--- src/rtl/pulse2lvl_pkg.sv ---
// Shared definitions for the pulse-to-level stretcher.
// State codes match the lvl->pulse converter's encoding.
package pulse2lvl_pkg;

    typedef enum logic [1:0] {
        P2L_IDLE = 2'b00,
        P2L_HOLD = 2'b01,
        P2L_GAP  = 2'b11
    } p2l_state_t;

    function automatic int p2l_max(input int a, input int b);
        return (a > b) ? a : b;
    endfunction

endpackage

--- src/rtl/pulse2lvl_downcnt.sv ---
// Loadable down counter shared by the HOLD and GAP phases.
// Saturates at zero; a load always wins over a decrement.
module pulse2lvl_downcnt #(
    parameter int W = 1
) (
    input  logic         clk,
    input  logic         reset,
    input  logic         load,
    input  logic [W-1:0] load_val,
    input  logic         dec,
    output logic         zero
);

    logic [W-1:0] cnt;

    // Count register: load, else decrement without wrapping.
    always_ff @(posedge clk or posedge reset) begin
        if (reset) begin
            cnt <= '0;
        end else if (load) begin
            cnt <= load_val;
        end else if (dec && (cnt != '0)) begin
            cnt <= cnt - 1'b1;
        end
    end

    assign zero = (cnt == '0);

endmodule

--- src/rtl/pulse2lvl.sv ---
// Stretches a one-cycle pulse into a level of HOLD_CYCLES cycles,
// followed by a forced low gap; ignored pulses are flagged on dropped.
module pulse2lvl
    import pulse2lvl_pkg::*;
#(
    parameter int HOLD_CYCLES = 8,
    parameter int GAP_CYCLES  = 2,
    parameter bit RETRIGGER   = 1'b1
) (
    input  logic clk,
    input  logic reset,
    input  logic pulse,
    input  logic clear,
    output logic lvl,
    output logic busy,
    output logic dropped
);

    localparam int CNT_W = $clog2(p2l_max(p2l_max(HOLD_CYCLES, GAP_CYCLES), 1) + 1);
    localparam logic [CNT_W-1:0] HOLD_LD = CNT_W'(HOLD_CYCLES - 1);
    localparam logic [CNT_W-1:0] GAP_LD  = (GAP_CYCLES == 0) ? '0 : CNT_W'(GAP_CYCLES - 1);

    p2l_state_t       state;
    p2l_state_t       state_n;
    logic             load;
    logic [CNT_W-1:0] load_val;
    logic             dec;
    logic             zero;
    logic             drop_n;
    logic             lvl_n;
    logic             busy_n;
    logic             reload_ok;

    pulse2lvl_downcnt #(
        .W(CNT_W)
    ) u_cnt (
        .clk      (clk),
        .reset    (reset),
        .load     (load),
        .load_val (load_val),
        .dec      (dec),
        .zero     (zero)
    );

    // With no gap, a pulse on the final hold cycle simply extends the level.
    assign reload_ok = RETRIGGER || ((GAP_CYCLES == 0) && zero);

    // State register.
    always_ff @(posedge clk or posedge reset) begin
        if (reset) begin
            state <= P2L_IDLE;
        end else begin
            state <= state_n;
        end
    end

    // Next state, counter control and drop detection.
    always_comb begin
        state_n  = state;
        load     = 1'b0;
        load_val = '0;
        dec      = 1'b0;
        drop_n   = 1'b0;
        if (clear) begin
            state_n = P2L_IDLE;
            load    = 1'b1;
            drop_n  = pulse;
        end else begin
            unique case (state)
                P2L_IDLE: begin
                    if (pulse) begin
                        state_n  = P2L_HOLD;
                        load     = 1'b1;
                        load_val = HOLD_LD;
                    end
                end
                P2L_HOLD: begin
                    if (pulse && reload_ok) begin
                        load     = 1'b1;
                        load_val = HOLD_LD;
                    end else begin
                        drop_n = pulse;
                        if (!zero) begin
                            dec = 1'b1;
                        end else if (GAP_CYCLES == 0) begin
                            state_n = P2L_IDLE;
                        end else begin
                            state_n  = P2L_GAP;
                            load     = 1'b1;
                            load_val = GAP_LD;
                        end
                    end
                end
                P2L_GAP: begin
                    drop_n = pulse;
                    if (zero) begin
                        state_n = P2L_IDLE;
                    end else begin
                        dec = 1'b1;
                    end
                end
                default: begin
                    state_n = P2L_IDLE;
                    load    = 1'b1;
                end
            endcase
        end
    end

    // Output values for the coming cycle, derived from the next state.
    always_comb begin
        lvl_n  = (state_n == P2L_HOLD);
        busy_n = (state_n != P2L_IDLE);
    end

    // Registered outputs.
    always_ff @(posedge clk or posedge reset) begin
        if (reset) begin
            lvl     <= 1'b0;
            busy    <= 1'b0;
            dropped <= 1'b0;
        end else begin
            lvl     <= lvl_n;
            busy    <= busy_n;
            dropped <= drop_n;
        end
    end

endmodule

--- config.mk ---
export PLATFORM = sky130hd
export DESIGN_NAME = pulse2lvl
export DESIGN_NICKNAME = d
export VERILOG_FILES = /design/src/rtl/pulse2lvl_pkg.sv /design/src/rtl/pulse2lvl_downcnt.sv /design/src/rtl/pulse2lvl.sv
export SDC_FILE = /design/constraint.sdc
export NUM_CORES = 1
export LEC_CHECK = 0
export ABC_CLOCK_PERIOD_IN_PS = 1800
export BUFFER_PORTS_ARGS = -buffer_cell sky130_fd_sc_hd__buf_4
export CELL_PAD_IN_SITES_DETAIL_PLACEMENT = 1
export CELL_PAD_IN_SITES_GLOBAL_PLACEMENT = 2
export CORE_MARGIN = 3
export CORE_UTILIZATION = 25
export CTS_CLUSTER_DIAMETER = 50
export CTS_CLUSTER_SIZE = 8
export DETAILED_ROUTE_END_ITERATION = 8
export PLACE_DENSITY_LB_ADDON = 0.3
export SYNTH_ARGS = -nofsm -noshare
export SYNTH_HDL_FRONTEND = slang
export SYNTH_SLANG_ARGS = --single-unit
--- constraint.sdc ---
create_clock -name clk -period 1.8 [get_ports clk]
set_input_delay 0.18 -clock clk [delete_from_list [all_inputs] [get_ports clk]]
set_output_delay 0.18 -clock clk [all_outputs]
set_load 0.1 [all_outputs]
**Word level (Yosys, flattened, before mapping)**

Cells that the tools add are included.

- Flip-flop bits (word level): 9
- Bits of input ports: 4

- Add/sub/neg operators: 1
- Eq/ne operators: 3
- Muxes and demuxes: 24
- Reduce and logical (&&, ||, !) cells: 6

Operators by type and width:

| operator | count |
|---|---|
| 4-bit 2-to-1 mux | 3 |
| 1-bit 2-to-1 mux | 10 |
| 2-bit 2-to-1 mux | 5 |
| 3-bit 2-to-1 mux | 2 |
| 2-bit case mux with 3 select lines | 1 |
| 3-bit case mux with 2 select lines | 1 |
| 2-bit by 1-bit == test with 1-bit output, second input constant | 2 |
| 4-bit zero test | 1 |
| 2-bit nonzero test | 2 |
| 4-bit nonzero test | 1 |
| 4-bit by 1-bit subtractor with 4-bit output, second input constant | 1 |
| 1-bit case mux with 3 select lines | 1 |
| 2-bit == test, second input constant | 1 |
| 2-bit zero test | 1 |
| 1-bit case mux with 2 select lines | 1 |
| 1-bit logical AND | 1 |

**Depth between registers and ports, before layout**

Gate-level depths: netlist of run 1.

- Depth after elaboration: 8
- Mapped depth: 6
- Mapped depth without buffers: 6

**Cells and area by module**

A second synthesis of run 1 with hierarchy kept.

- Cell total of the unflattened synthesis: 57
- Area, all modules: 529.3 um^2

Modules (own cells, without submodules):

| module | instances | cells each | area each (um^2) | seq. area each (um^2) |
|---|---|---|---|---|
| pulse2lvl | 1 | 29 | 267.8 | 125.1 |
| pulse2lvl_downcnt | 1 | 28 | 261.5 | 100.1 |

**Worst setup path after synthesis of run 1**

OpenSTA, ideal clock, no wires.

- Path type: reg-to-reg
- Start point: register u_cnt.cnt[0]
- End point: register lvl
- Library setup time: 0.068 ns
- Arrival time: 1.560 ns
- Data required time: 1.732 ns
- Setup slack: 0.172 ns
- Cell stages (with the launch flop): 7
- Cells stage by stage: dfrtp_1 -> inv_1 -> ha_1 -> or3b_4 -> mux2_4 -> and3_4 -> nor2b_4

- Longest elaborated chain between the ends: 6
- Elaborated cells on any way between the ends: 7
- Those cells by class: eq/ne: 1; mux: 5; reduce/logical: 1

RTL lines:

| item | line | source |
|---|---|---|
| from (decl) | pulse2lvl_downcnt.sv:14 | `logic [W-1:0] cnt;` |
| from (signal assigned) | pulse2lvl_downcnt.sv:21 | `cnt <= load_val;` |
| from (signal assigned) | pulse2lvl_downcnt.sv:23 | `cnt <= cnt - 1'b1;` |
| 4-bit zero test * | pulse2lvl_downcnt.sv:27 | `assign zero = (cnt == '0);` |
| 2-bit 2-to-1 mux | pulse2lvl.sv:83 | `if (!zero) begin` |
| 2-bit 2-to-1 mux | pulse2lvl.sv:78 | `if (pulse && reload_ok) begin` |
| 2-bit case mux with 3 select lines * | pulse2lvl.sv:69 | `unique case (state)` |
| 2-bit 2-to-1 mux * | pulse2lvl.sv:64 | `if (clear) begin` |
| via state_n[1] | pulse2lvl.sv:24 | `p2l_state_t state_n;` |
| 2-bit by 1-bit == test with 1-bit output * | pulse2lvl.sv:112 | `lvl_n = (state_n == P2L_HOLD);` |
| via lvl_n | pulse2lvl.sv:30 | `logic lvl_n;` |
| to (signal assigned) | pulse2lvl.sv:123 | `lvl <= lvl_n;` |
| to (decl) | pulse2lvl.sv:14 | `output logic lvl,` |

The timed path passes the listed nets; every way through them passes the cells marked *.
A chain may end at the register's enable or synchronous reset.

**Final worst setup path of run 1**

- Start point: register u_cnt.cnt[0]
- End point: register u_cnt.cnt[2]

- Longest elaborated chain between the ends: 7
- Elaborated cells on any way between the ends: 15
- Those cells by class: add/sub: 1; mux: 10; reduce/logical: 4

RTL lines:

| item | line | source |
|---|---|---|
| 4-bit zero test | pulse2lvl_downcnt.sv:27 |  |
| 1-bit 2-to-1 mux | pulse2lvl.sv:83, pulse2lvl.sv:96 |  |
| 1-bit 2-to-1 mux | pulse2lvl.sv:78 |  |
| 1-bit case mux with 2 select lines | pulse2lvl.sv:69 |  |
| 1-bit 2-to-1 mux | pulse2lvl.sv:64 |  |
| 1-bit logical AND | pulse2lvl_downcnt.sv:22 | `end else if (dec && (cnt != '0)) begin` |
| 2-bit nonzero test (no source line) | -- |  |

Parallel ways exist; a longest one is shown, timed or not. The select of a mux whose other input is x is not followed.

==> results of run 1 <==
-- power breakdown --
group	total, mW	switching, mW	internal [mW]
Clock	0.156	0.0706	0.0854
Sequential	0.231	0.0121	0.219
Combinational	0.164	0.0991	0.0648
Total	0.551	0.182	0.370
-- sequential cells by signal, indices dropped and copies added, names as in the netlist --
register   count
busy           1
state          2
lvl            1
dropped        1
u_cnt.cnt      4
-- Yosys cell counts, drive strengths merged, types with 2 or more instances --
master and count:
dfrtp 9, nor2 9, inv 4, nor2b 2
a2bb2oi 2, nor3 2, o21ai 2, buf 3
and4bb 2
-- cell type report --
cell class	count	area share
Multi-Input combinational cell	35	0.4120
Inverter	4	0.02400
Clock buffer	4	0.04200
Timing Repair Buffer	9	0.1120
Tap cell	25	0.05000
Sequential cell	9	0.3600
-- layer usage --
metal	part of all wire	track usage	vias up
li1	-	-	200
met1	0.45	0.1232	199
met2	0.49	0.1569	10
met3	0.052	0.04298	2
met4	0.013	0.02620	0
met5	0	0	-
-- how the worst min path moves through the flow --
stage / from / to / slack (ps) / depth (start not counted)
final: clear / u_cnt.cnt[0] / 180 / 2
after global routing: clear / busy / 180 / 2
after CTS: clear / u_cnt.cnt[0] / 170 / 2
after detailed placement: reset / busy / 180 / 2
after global placement: reset / state[0] / 190 / 2
after floorplan: reset / busy / 8 / 1
-- per-stage QoR --
stage,util,area (um^2),std cells,hold WS (ps)
2_1_floorplan,-,525.5,51,7.918
3_3_place_gp,0.3172,589.3,81,189.2
3_5_place_dp,0.3172,589.3,81,178.2
4_1_cts,0.3367,625.6,86,167.8
5_1_grt,0.3367,625.6,86,179.9
6_report,0.3367,625.6,86,178.8
-- kinds of logic (layout without fill, tap and decap cells) --
kind of cell             count (synthesis)  in the layout  synth area share
AND/OR/NAND/NOR                         21             21            0.2524
adder cells (fa/ha/maj)                  1              1           0.02381
buffers and inverters                    7             17           0.08093
flip-flops                               9              9            0.4286
multiplexers                             2              2           0.04761
AO/OA/AOI/OAI                           11             11            0.1667
==> results.txt, run 1 <==
The flow ran to the end, and the final reports show no timing, DRC or antenna violations. Across every metal layer, demand over resource in global routing totals 0.09964. The signal on the critical path passes through inv_1, ha_1, and4bb_2, a31oi_2, o31ai_1, a221o_1.

In this run the number of H-tree levels came out at 1. The critical path ends at u_cnt.cnt[2]. The mean routed wirelength per cell is 13.02 um. In the layout the commonest cells are 9 x sky130_fd_sc_hd__nor2_1, 9 x sky130_fd_sc_hd__dfrtp_1, 8 x sky130_fd_sc_hd__buf_4. Summing over every cut layer, the via total after detailed routing is 411. Total power for the finished layout comes to 0.5514 mW. Using the TritonRoute via totals, the vias-per-cell ratio works out to 4.779.

By area the synthesized netlist is led by sky130_fd_sc_hd__dfrtp_1 43%, sky130_fd_sc_hd__nor2_1 6.4%, sky130_fd_sc_hd__and4bb_2 4.8%, sky130_fd_sc_hd__buf_6 4.3%, sky130_fd_sc_hd__a2bb2oi_1 3.3%. The tool flagged a number of max-cap violations equal to 0. The endpoint arrival time on the critical path came out at 1870 ps.

Among all stages on the critical path, the largest delay is contributed by sky130_fd_sc_hd__dfrtp_1. Of the cells placed in the final design, the portion with a size suffix greater than 1 is 0.2951. The largest net degree at the start of global routing came out at 12. The commonest register cell after synthesis is sky130_fd_sc_hd__dfrtp_1. The count of buffers added on input and output ports is 6.

The delay of the slowest cell on the worst path came out at 360 ps. The clock insertion delay at the later pin of the skew report came out at 260 ps. The pre-CTS setup slack is 119.3 ps.

The number of synthesis warnings came out at 0. Once the clock tree was built, the resizer swapped 0 gates to a different size. TritonCTS built the clock tree. STA classifies the critical path endpoint as a flop. The logic depth of the worst register-to-register path is 6. STA classifies the critical path startpoint as a flop. The initial antenna violation count is 0. The cell sitting at the root of the clock tree is a sky130_fd_sc_hd__clkbuf_4. Post-CTS timing repair inserted 0 buffers for setup. The height of the chip is 51.85 um. The headroom to the max-slew limit came out at 0.7685. The clock input transition at the sequential cells of the worst setup and hold paths came out at 60 ps.

The net count after synthesis is 56. The worst supply voltage drop on vdd came out at 0.5743 mV. The highest achievable clock rate is 579.4 MHz. Of the available clock period, the critical path in the final layout requires 0.9588. The type of the worst setup path is flop to flop. Tracing the worst setup path back leads to its startpoint at u_cnt.cnt[0]. The final worst slack is 74.11 ps. The number of CTS-inserted buffers is 3. Data on the critical path is required at its endpoint by 1940 ps. The total wire length is 1120 um.

The total count of hold-check failures in the final report came out at 0. The count of flip-flops with a built-in enable after synthesis came out at 0. The placed wire-length estimate after detailed placement is 816.4 um. The area added between synthesis and finish came out at 19.05%. The logic depth of the worst path, buffers included is 6. The maximum fanout encountered on the critical timing path is 3. The final antenna diode count is 0. The starting density of the core came out at 0.2828. The total negative slack for setup checks is 0 ps. The worst setup skew after layout came out at 2.705 ps.

Setup repair after global routing left no endpoint under its margin. The startpoint identified for the worst register-to-register timing path is u_cnt.cnt[0]. For the pin with the worst max-slew slack, the measured transition is 346.9 ps.

The number of rows in the core area came out at 15. The reg-to-reg setup timing slack is 70 ps. The share of synthesized flip-flops with an asynchronous set or reset came out at 1.000. Synthesis handed over a netlist of 51 instances.

The number of buffers and inverters on the critical path is 1. The share of synthesized area occupied by flip-flops and latches is 0.4286. The leading area contributor after synthesis is sky130_fd_sc_hd__dfrtp_1. Counting distinct cell types in the post-synthesis netlist gives 27. For this run, design rule violations remaining after detail routing come to 0.

The reg-to-reg endpoint is u_cnt.cnt[2]. The power per cell area is 881.3 nW/um^2. The number of violations reported at the end of detailed-routing iteration 0 came out at 3. The share of synthesized area in the top cell type comes to 0.4286. The mapped netlist covers 525.5 um^2.

The leakage power is 0.2923 nW. The aggregate global routing overflow is 0. The number of inserted filler cells in the final layout came out at 216. The via count of the first global-routing pass was 426.

The area of combinational cells with multiple inputs is 257.7 um^2. The register cell area after layout came out at 225.2 um^2. The first-pass GRT wire length came out at 1945 um. The count of pins on the block boundary is 7. The number of buffers on the longest clock path is 2.

The final weighted congestion of routability-driven global placement is 0.7467. The first-pass iteration count of the detailed router is 4. After floorplanning, the core was sized to cover 1858 um^2.

Buffers inserted to repair hold after CTS numbered 1. The die covers 2688 um^2. The clock period minus final worst setup slack came out at 1726 ps. The final antenna-violating net count came out at 0. The tightest min-delay check is of the primary input to flop type. The average cell area after synthesis came out at 10.30 um^2. The total of endpoints with negative setup slack in the final report came out at 0.

The die is 51.85 um wide. The number of sinks on the clock net came out at 9. The number of max-slew violations in the final report was 0. The synthesized flop and latch total is 9. The cell family contributing the most delay on the critical path is compound AO/OA/AOI/OAI gates. At the end of the flow, the number of nets in the layout was 67.
Power figures use the tool's default switching activity.
==> run 2, diff against run 1 <==
--- a/config.mk
+++ b/config.mk
@@ -6,7 +6,7 @@
 export NUM_CORES = 1
 export LEC_CHECK = 0
 export ABC_CLOCK_PERIOD_IN_PS = 1800
-export BUFFER_PORTS_ARGS = -buffer_cell sky130_fd_sc_hd__buf_4
+export BUFFER_PORTS_ARGS = -buffer_cell sky130_fd_sc_hd__clkbuf_2
 export CELL_PAD_IN_SITES_DETAIL_PLACEMENT = 1
 export CELL_PAD_IN_SITES_GLOBAL_PLACEMENT = 2
 export CORE_MARGIN = 3
@@ -15,6 +15,7 @@
 export CTS_CLUSTER_SIZE = 8
 export DETAILED_ROUTE_END_ITERATION = 8
 export PLACE_DENSITY_LB_ADDON = 0.3
+export RECOVER_POWER = 50
 export SYNTH_ARGS = -nofsm -noshare
 export SYNTH_HDL_FRONTEND = slang
 export SYNTH_SLANG_ARGS = --single-unit
==> results.txt, run 2 (same netlist as run 1, synthesis figures left out) <==
The flow ran to the end, and the final reports show no timing, DRC or antenna violations. The final antenna diode count was 0 (unchanged). The instance area at placement came out at 574.3 um^2 (-2.5%). The min-delay analysis places its worst path in the category primary input to flop. The number of rows in the core area is 15 (unchanged). The sort of element at the end of the critical path is a flop. The tree is rooted in a sky130_fd_sc_hd__clkbuf_4. The worst register-to-register path begins at u_cnt.cnt[0]. The logic depth of the worst register-to-register path is 6 (unchanged). The initial antenna violation count was 0 (unchanged).

The final antenna-violating net count is 0 (unchanged). The worst supply voltage drop on vdd came to 0.2579 mV (-55%). The width of the die came out at 51.85 um (unchanged). The measured slew at the worst slew-check pin is 540.0 ps (+193.1 ps). The total of endpoints with negative setup slack in the final report came out at 0 (unchanged).

Setup repair after global routing left no endpoint under its margin. The total global-route track usage came out at 0.1089 (+0.009265). The total of buffers placed on input and output ports is 6 (unchanged). The mean number of vias per cell came out at 4.767 (-0.24%).

The number of max-cap violations came to 0 (unchanged). The endpoint arrival time on the critical path came out at 1910 ps (+40 ps). In this run the critical register-to-register path is captured at lvl.

The starting density of the core is 0.2828 (unchanged). The total wire length is 1126 um (+0.54%). The share of the core filled with cells in the final layout is 0.3347 (-0.002020).

The leakage power came out at 0.2881 nW (-1.5%). The final period utilization came out at 0.9512 (-0.007590). The total negative slack for setup checks is 0 ps (unchanged). The total non-filler cell area in the finished layout is 621.8 um^2 (-0.60%). The placed wire-length estimate after detailed placement is 817.6 um (+0.15%). The required arrival time at the worst endpoint is 2000 ps (+60 ps). The detailed-route via count is 410 (-0.24%).

The post-route total power came out at 0.5568 mW (+1.0%). In the final layout, the registers with the most flip-flops are u_cnt.cnt: 4 flops, state: 2 flops. The first-pass iteration count of the detailed router came out at 2 (-2). The post-CTS setup-driven buffer insertion count is 0 (unchanged). The count of pins on the block boundary is 7 (unchanged). Ranked by flip-flop count, first place goes to u_cnt.cnt. In this run the most critical hold path is launched from clear. The H-tree depth came out at 1 (unchanged).

The reg-to-reg setup timing slack is 90 ps (about the same). The aggregate global routing overflow came out at 0 (unchanged). The height of the chip is 51.85 um (unchanged). The number of buffers on the longest clock path is 2 (unchanged). The cell count of the worst hold path was 2 (unchanged). The first-pass GRT wire length came out at 2070 um (+6.4%). The area added between synthesis and finish is 18.33%. The clock period minus final worst setup slack came out at 1712 ps (-13.66 ps). The number of CTS-inserted buffers is 3 (unchanged).

The maximum fanout encountered on the critical timing path was 4 (+1). The headroom to the max-slew limit is 0.6415 (-0.1269). The CTS tree is yes.

The number of max-slew violations in the final report is 0 (unchanged). The via count of the first global-routing pass came to 434 (+1.9%). The top cell types in the final layout, fill and taps aside, are 9 x sky130_fd_sc_hd__nor2_1, 9 x sky130_fd_sc_hd__dfrtp_1, 6 x sky130_fd_sc_hd__clkbuf_2.

The setup path with the least slack is of type flop to flop. STA classifies the critical path startpoint as a flop. The number of sinks on the clock net is 9 (unchanged). The highest achievable clock rate came out at 584.0 MHz (+0.80%). The number of nets in the layout is 67 (unchanged). The flip-flop count of the largest register, all copies and words added is 4 (unchanged). The power per cell area came to 895.5 nW/um^2 (+1.6%).

The path with the worst hold slack has its endpoint at u_cnt.cnt[0]. The total count of hold-check failures in the final report was 0 (unchanged). The largest net degree at the start of global routing was 12 (unchanged). The number of violations reported at the end of detailed-routing iteration 0 came out at 4 (+1). The mean routed wirelength per cell came out at 13.09 um (+0.54%). The remaining routing DRC violations was 0 (unchanged). The core outline area is 1858 um^2 (unchanged).

The die footprint came out at 2688 um^2 (unchanged). The clock insertion delay at the later pin of the skew report is 270 ps (about the same). The final weighted congestion of routability-driven global placement came out at 0.7237 (-3.1%). The worst setup skew after layout was 8.557 ps (+5.852 ps). The clock input transition at the sequential cells of the worst setup and hold paths was 70 ps (about the same). The fraction of layout instances using a drive strength above 1 came out at 0.3115 (+0.01639).
[run 2: metrics by stage]
step | hold slack, ps | setup slack, ps | cells
after detailed placement | 158.4 | 74.84 | 81
after CTS | 231.9 | 67.64 | 86
after floorplan | 7.918 | 172.4 | 51
after global placement | 156.4 | 82.56 | 81
after global routing | 242.0 | 6.799 | 86
final | 238.2 | 87.77 | 86
[run 2: metal layers]
| metal | track usage | routed length, um | share of wire | up-vias |
|---|---|---|---|---|
| met5 | 0 | 0 | 0 | - |
| li1 | - | - | - | 200 |
| met3 | 0.02579 | 33 | 0.029 | 4 |
| met4 | 0.07860 | 31 | 0.028 | 0 |
| met1 | 0.1489 | 568 | 0.50 | 200 |
| met2 | 0.1464 | 492 | 0.44 | 6 |
[run 2: what timing repair did]
| action | in CTS | in global routing |
|---|---|---|
| hold buffers | 1 | 0 |
| resized for setup | 0 | 2 |
| setup endpoints to repair | 0 | 2 |
| endpoints found under the hold margin | 9 | 0 |
[run 2: power breakdown]
part	total, mW	leakage (nW)	switching, mW	internal (mW)
Combinational	0.162	0.158	0.101	0.0611
Sequential	0.231	0.115	0.0123	0.219
Clock	0.164	0.0150	0.0780	0.0856
Total	0.557	0.288	0.191	0.366
[run 2: worst max path at each step]
stage                            start      endpoint  slack [ps]  cells past startpoint
after floorplan           u_cnt.cnt[0]           lvl         170                      6
after global routing      u_cnt.cnt[1]           lvl           7                      6
after global placement    u_cnt.cnt[0]  u_cnt.cnt[2]          80                      6
after CTS                 u_cnt.cnt[0]           lvl          70                      6
after detailed placement  u_cnt.cnt[0]  u_cnt.cnt[2]          70                      6
final                     u_cnt.cnt[0]           lvl          90                      6
[run 2: worst max-delay path, cell delays in order (launching register included)]
cell and delay, ps:
sky130_fd_sc_hd__dfrtp_1 390, sky130_fd_sc_hd__inv_1 70, sky130_fd_sc_hd__ha_2 190, sky130_fd_sc_hd__or3b_4 410, sky130_fd_sc_hd__mux2_4 300, sky130_fd_sc_hd__and3_4 190, sky130_fd_sc_hd__nor2b_4 90
[run 2: final cells by class]
cell class	count	area [um^2]
multi-input combinational	35	269.0
clock buffer	4	26.28
inverter	4	15.01
tap	25	31.28
fill	215	1236
sequential	9	225.2
timing repair buffer	9	55.05
